==> config.mk <==
export PLATFORM = sky130hd
export DESIGN_NAME = ram_arbiter
export DESIGN_NICKNAME = d
export VERILOG_FILES = /design/src/rtl/ram_arb_pkg.sv /design/src/rtl/ram_arbiter_rr_arb2.sv /design/src/rtl/ram_arbiter.sv
export SDC_FILE = /design/constraint.sdc
export NUM_CORES = 1
export LEC_CHECK = 0
export CAP_MARGIN = 20
export CORE_AREA = 2 2 129 131
export DETAILED_ROUTE_END_ITERATION = 16
export DIE_AREA = 0 0 131 133
export PLACE_DENSITY = 0.63
export SLEW_MARGIN = 15
export SYNTH_ARGS = -nofsm -noshare
export SYNTH_HDL_FRONTEND = slang
export SYNTH_SLANG_ARGS = --single-unit
==> constraint.sdc <==
create_clock -name clk -period 2.2 [get_ports clk]
set_input_delay 0.66 -clock clk [delete_from_list [all_inputs] [get_ports clk]]
set_output_delay 0.66 -clock clk [all_outputs]
set_load 0.05 [all_outputs]
==> src/rtl/ram_arb_pkg.sv <==
// Shared definitions for the two-master RAM arbiter: master indices and count.
package ram_arb_pkg;
  localparam logic M_CORE    = 1'b0;
  localparam logic M_DBG     = 1'b1;
  localparam int   N_MASTERS = 2;
endpackage

==> src/rtl/ram_arbiter_rr_arb2.sv <==
// Two-way round-robin arbiter. The winner of a conflict is the master not granted last time.
module rr_arb2
  import ram_arb_pkg::*;
(
  input  logic                 clk,
  input  logic                 rst,
  input  logic [N_MASTERS-1:0] req_i,
  output logic [N_MASTERS-1:0] gnt_o,
  output logic                 idx_o,
  output logic                 last_o
);

  logic last_d, last_q;
  logic idx;

  always_comb begin
    idx = M_CORE;
    if (req_i[M_CORE] && req_i[M_DBG]) idx = ~last_q;
    else if (req_i[M_DBG])             idx = M_DBG;
    gnt_o = 2'b00;
    if (|req_i) gnt_o[idx] = 1'b1;
    last_d = (|req_i) ? idx : last_q;
  end

  // Reset to M_DBG so that m0 wins the first conflict.
  always_ff @(posedge clk or posedge rst) begin
    if (rst) last_q <= M_DBG;
    else     last_q <= last_d;
  end

  assign idx_o  = idx;
  assign last_o = last_q;

endmodule

==> src/rtl/ram_arbiter.sv <==
// Shares one dual-port RAM between the core (m0) and debug (m1) masters.
// Write and read ports arbitrate independently; read responses return to the issuer.
module ram_arbiter
  import ram_arb_pkg::*;
#(
  parameter int DW = 32,
  parameter int AW = 32
) (
  input  logic          clk,
  input  logic          rst,
  input  logic          m0_req,
  input  logic          m0_we,
  input  logic [AW-1:0] m0_addr,
  input  logic [DW-1:0] m0_wdata,
  output logic          m0_gnt,
  output logic          m0_rvalid,
  output logic [DW-1:0] m0_rdata,
  input  logic          m1_req,
  input  logic          m1_we,
  input  logic [AW-1:0] m1_addr,
  input  logic [DW-1:0] m1_wdata,
  output logic          m1_gnt,
  output logic          m1_rvalid,
  output logic [DW-1:0] m1_rdata,
  output logic          ram_wen,
  output logic [AW-1:0] ram_w_addr,
  output logic [DW-1:0] ram_w_data,
  output logic          ram_ren,
  output logic [AW-1:0] ram_r_addr,
  input  logic [DW-1:0] ram_r_data,
  output logic          dbg_last_w,
  output logic          dbg_last_r
);

  logic [N_MASTERS-1:0] w_req, r_req, w_gnt, r_gnt;
  logic                 w_idx, r_idx;
  logic                 rsel_d, rsel_q;
  logic                 rpend_d, rpend_q;

  assign w_req = {m1_req &  m1_we, m0_req &  m0_we};
  assign r_req = {m1_req & ~m1_we, m0_req & ~m0_we};

  rr_arb2 u_warb (
    .clk    (clk),
    .rst    (rst),
    .req_i  (w_req),
    .gnt_o  (w_gnt),
    .idx_o  (w_idx),
    .last_o (dbg_last_w)
  );

  rr_arb2 u_rarb (
    .clk    (clk),
    .rst    (rst),
    .req_i  (r_req),
    .gnt_o  (r_gnt),
    .idx_o  (r_idx),
    .last_o (dbg_last_r)
  );

  assign m0_gnt = w_gnt[M_CORE] | r_gnt[M_CORE];
  assign m1_gnt = w_gnt[M_DBG]  | r_gnt[M_DBG];

  // Idle arbiters report index M_CORE, so idle RAM buses carry m0's payload.
  assign ram_wen    = |w_gnt;
  assign ram_w_addr = (w_idx == M_DBG) ? m1_addr  : m0_addr;
  assign ram_w_data = (w_idx == M_DBG) ? m1_wdata : m0_wdata;
  assign ram_ren    = |r_gnt;
  assign ram_r_addr = (r_idx == M_DBG) ? m1_addr  : m0_addr;

  always_comb begin
    rpend_d = |r_gnt;
    rsel_d  = (|r_gnt) ? r_idx : rsel_q;
  end

  always_ff @(posedge clk or posedge rst) begin
    if (rst) begin
      rpend_q <= 1'b0;
      rsel_q  <= M_CORE;
    end else begin
      rpend_q <= rpend_d;
      rsel_q  <= rsel_d;
    end
  end

  assign m0_rvalid = rpend_q & (rsel_q == M_CORE);
  assign m1_rvalid = rpend_q & (rsel_q == M_DBG);
  assign m0_rdata  = ram_r_data;
  assign m1_rdata  = ram_r_data;

endmodule

==> results.sh <==
export IMPL_power_density_mw_per_mm2=417
export IMPL_vdd_drop_max_v=0.000161
export IMPL_die_y_um=133
export IMPL_whs_path_depth=2
export IMPL_grt_max_degree=14
export IMPL_grt_busiest_layer="met2"
export IMPL_fillers=1578
export IMPL_worst_setup_path_start_kind="input port"
export IMPL_endpoint_kind="output pin"
export IMPL_final_core_util_pct=34.3
export IMPL_setup_ws_ns=-0.343
export IMPL_hold_viol=0
export IMPL_path_class="in2out"
export IMPL_cp_arrival_ns=1.88
export IMPL_grt_util_met1_pct=9.82
export IMPL_wl_mm=10.2
export IMPL_synth_cell_types=23
export IMPL_antenna_found_initial=0
export IMPL_gp_congestion=0.725
export IMPL_rrSetupSlack_ns=1.04
export IMPL_worstReg2RegEnd="u_rarb.last_o$_DFFE_PP1N_"
export IMPL_r2r_start="u_rarb.last_o$_DFFE_PP1N_"
export IMPL_syn2layout_area_growth_pct=151
export IMPL_grt_pass1_wl_mm=14.3
export IMPL_drt_iter0_markers=22
export IMPL_slew_limit_headroom_pct=86.4
export IMPL_violations="negative setup slack"
export IMPL_met2_usage_pct=21.6
export IMPL_holdPathEnd="rsel_q$_DFFE_PP0P_"
export IMPL_p_leak_nw=2.64
export IMPL_place_ws_ns=-0.772
export IMPL_overflow=0
export IMPL_grt_pass1_vias=2685
export IMPL_clock_sinks=4
export IMPL_core_mm2=0.0162
export IMPL_crit_start="m0_we"
export IMPL_start_util_pct=13.6
export IMPL_hpwl_mm=8.07
export IMPL_route_detailed_drc=0
export IMPL_status="finished, violations left"
export IMPL_io_pins=334
export IMPL_worst_slew_pin_slew_ns=0.203
export IMPL_synth_seq_area_share_pct=4.65
export IMPL_min_delay_start="rsel_q$_DFFE_PP0P_"
export IMPL_vias_per_cell=3.68
export IMPL_yosys_warnings=0
export IMPL_hold_class="reg2reg"
export IMPL_grtUsageMet3_pct=2.83
export IMPL_vias=2315
export IMPL_fp_dieArea_mm2=0.0174
export IMPL_worstPathRequired_ns=1.54
export IMPL_rows=47
export IMPL_syn_nets=360
export IMPL_seq_area_um2=103
export IMPL_synthCells=194
export IMPL_grt_use_total_pct=10.7
export IMPL_syn_avg_cell_area_um2=11.4
export IMPL_drv_cap=0
export IMPL_skew_ns=0.00606
export IMPL_syn_cell_area_mm2=0.00220
export IMPL_fmax_ghz=0.393
export IMPL_die_x_um=131
export IMPL_cp_max_fo=8
export IMPL_nets=576
export IMPL_r2r_cells=4
export IMPL_clk_path_buf_depth=2
export IMPL_setup_viol=98
export IMPL_clkLatencyLatePin_ns=0.23
export IMPL_slew_violations=0
export IMPL_drive_above_1_share_pct=64.3
export IMPL_cts_made_buffers=3
export IMPL_clkSlewWorstSetupHoldPaths_ns=0.03
export IMPL_ant_nets=0
export IMPL_cts_hold_buf=0
export IMPL_ctsRootBufferMaster="clkbuf_16"
export IMPL_rsz0062_at_grt="true"
export IMPL_fin_crit_sh_pct=116
export IMPL_synth_seq_cells=4
export IMPL_power_mw=2.31
export IMPL_first_pass_iters=4
export IMPL_cts_tree="yes"
export IMPL_period_minus_slack_ns=2.54
export IMPL_wl_per_cell_um=16.3
export IMPL_num_antenna_cells=0
export IMPL_htree_levels=1
export IMPL_port_buffers=237
export IMPL_multi_input_area_mm2=0.00161
export IMPL_holdWs_ns=0.507
Yosys cell counts:
master / number / area share [%]
a21oi_1: 1 / 0.23
a22o_1: 1 / 0.40
a31oi_1: 1 / 0.28
and2_1: 1 / 0.28
and2b_1: 1 / 0.34
buf_2: 1 / 0.23
buf_4: 64 / 22
buf_6: 4 / 2.0
buf_8: 5 / 3.4
dfrtp_1: 2 / 2.3
dfstp_2: 2 / 2.4
inv_1: 1 / 0.17
mux2_2: 19 / 9.7
mux2_4: 77 / 52
nand2_1: 4 / 0.68
nand2_4: 1 / 0.51
nand2b_1: 2 / 0.57
nand3_1: 2 / 0.45
nand3b_1: 1 / 0.34
nand4b_1: 1 / 0.40
nor2b_1: 1 / 0.28
o21a_1: 1 / 0.34
o311a_1: 1 / 0.45
logic make-up (layout without fill, tap and decap cells):
logic type	Yosys count	in the layout	synth area share (%)
flip-flops	4	4	4.65
multiplexers	96	96	62.1
AO/OA/AOI/OAI	5	5	1.70
buffers and inverters	75	289	27.6
AND/OR/NAND/NOR	14	15	3.86
worst max path at each step:
stage	depth (start not counted)	end	slack [ns]
5_1_grt	7	ram_r_addr[10]	-0.42
3_3_place_gp	6	ram_r_addr[27]	-0.76
4_1_cts	7	ram_r_addr[15]	-0.36
6_report	7	ram_r_addr[15]	-0.34
2_1_floorplan	5	ram_w_addr[13]	-0.04
3_5_place_dp	6	ram_r_addr[28]	-0.77
routing by layer:
layer	share of wire [%]	vias to the layer above	routed length (µm)
met5	0	-	0
met3	11	27	1140
met4	3.2	0	328
met1	31	1069	3200
met2	54	163	5570
li1	-	1056	-
report_power, final:
group          leakage, nW  switching, mW  internal [mW]
combinational         2.56          0.933          0.984
clock               0.0382         0.0547          0.240
sequential          0.0446        0.00748         0.0906
flip-flops by register name, indices dropped and copies added (netlist names):
register       count
rpend_q            1
u_rarb.last_o      1
rsel_q             1
u_warb.last_o      1
metrics by stage:
| stage | instance area (µm²) | setup TNS (ns) | cells |
|---|---|---|---|
| 2_1_floorplan | 2230 | -2.66 | 194 |
| 3_3_place_gp | 4590 | -63.19 | 599 |
| 3_5_place_dp | 4590 | -65.68 | 599 |
| 4_1_cts | 5330 | -27.45 | 621 |
| 5_1_grt | 5540 | -30.46 | 629 |
| 6_report | 5540 | -25.15 | 629 |
critical path, stage by stage:
cell and delay (ns):
buf_8 0.10, nand3b_1 0.24, nand2_4 0.15, buf_12 0.12
buf_12 0.13, mux2_4 0.32, buf_12 0.15
layout make-up:
cell class                 count  area share, %
inverter                       1         0.0678
clock buffer                   4           1.42
multi-input combinational    116           29.1
tap                          220           4.97
sequential                     4           1.85
timing repair buffer         284           62.6
cell usage in the layout, fill, tap and decap left out, types with 2 or more instances in the layout:
cell | netlist | routed
buf_12 | 0 | 39
clkbuf_16 | 0 | 5
dfstp_2 | 2 | 2
nand2_1 | 4 | 3
buf_16 | 0 | 4
buf_8 | 5 | 22
dfrtp_1 | 2 | 2
buf_4 | 64 | 23
clkdlybuf4s50_1 | 0 | 129
mux2_4 | 77 | 96
buf_6 | 4 | 65
what timing repair did:
action,CTS,global route
setup buffers,13,10
cloned,6,2
pin swaps,6,3
gates resized for setup,122,40
endpoints found under the setup margin,100,98
(Power assumes the default switching activity.)
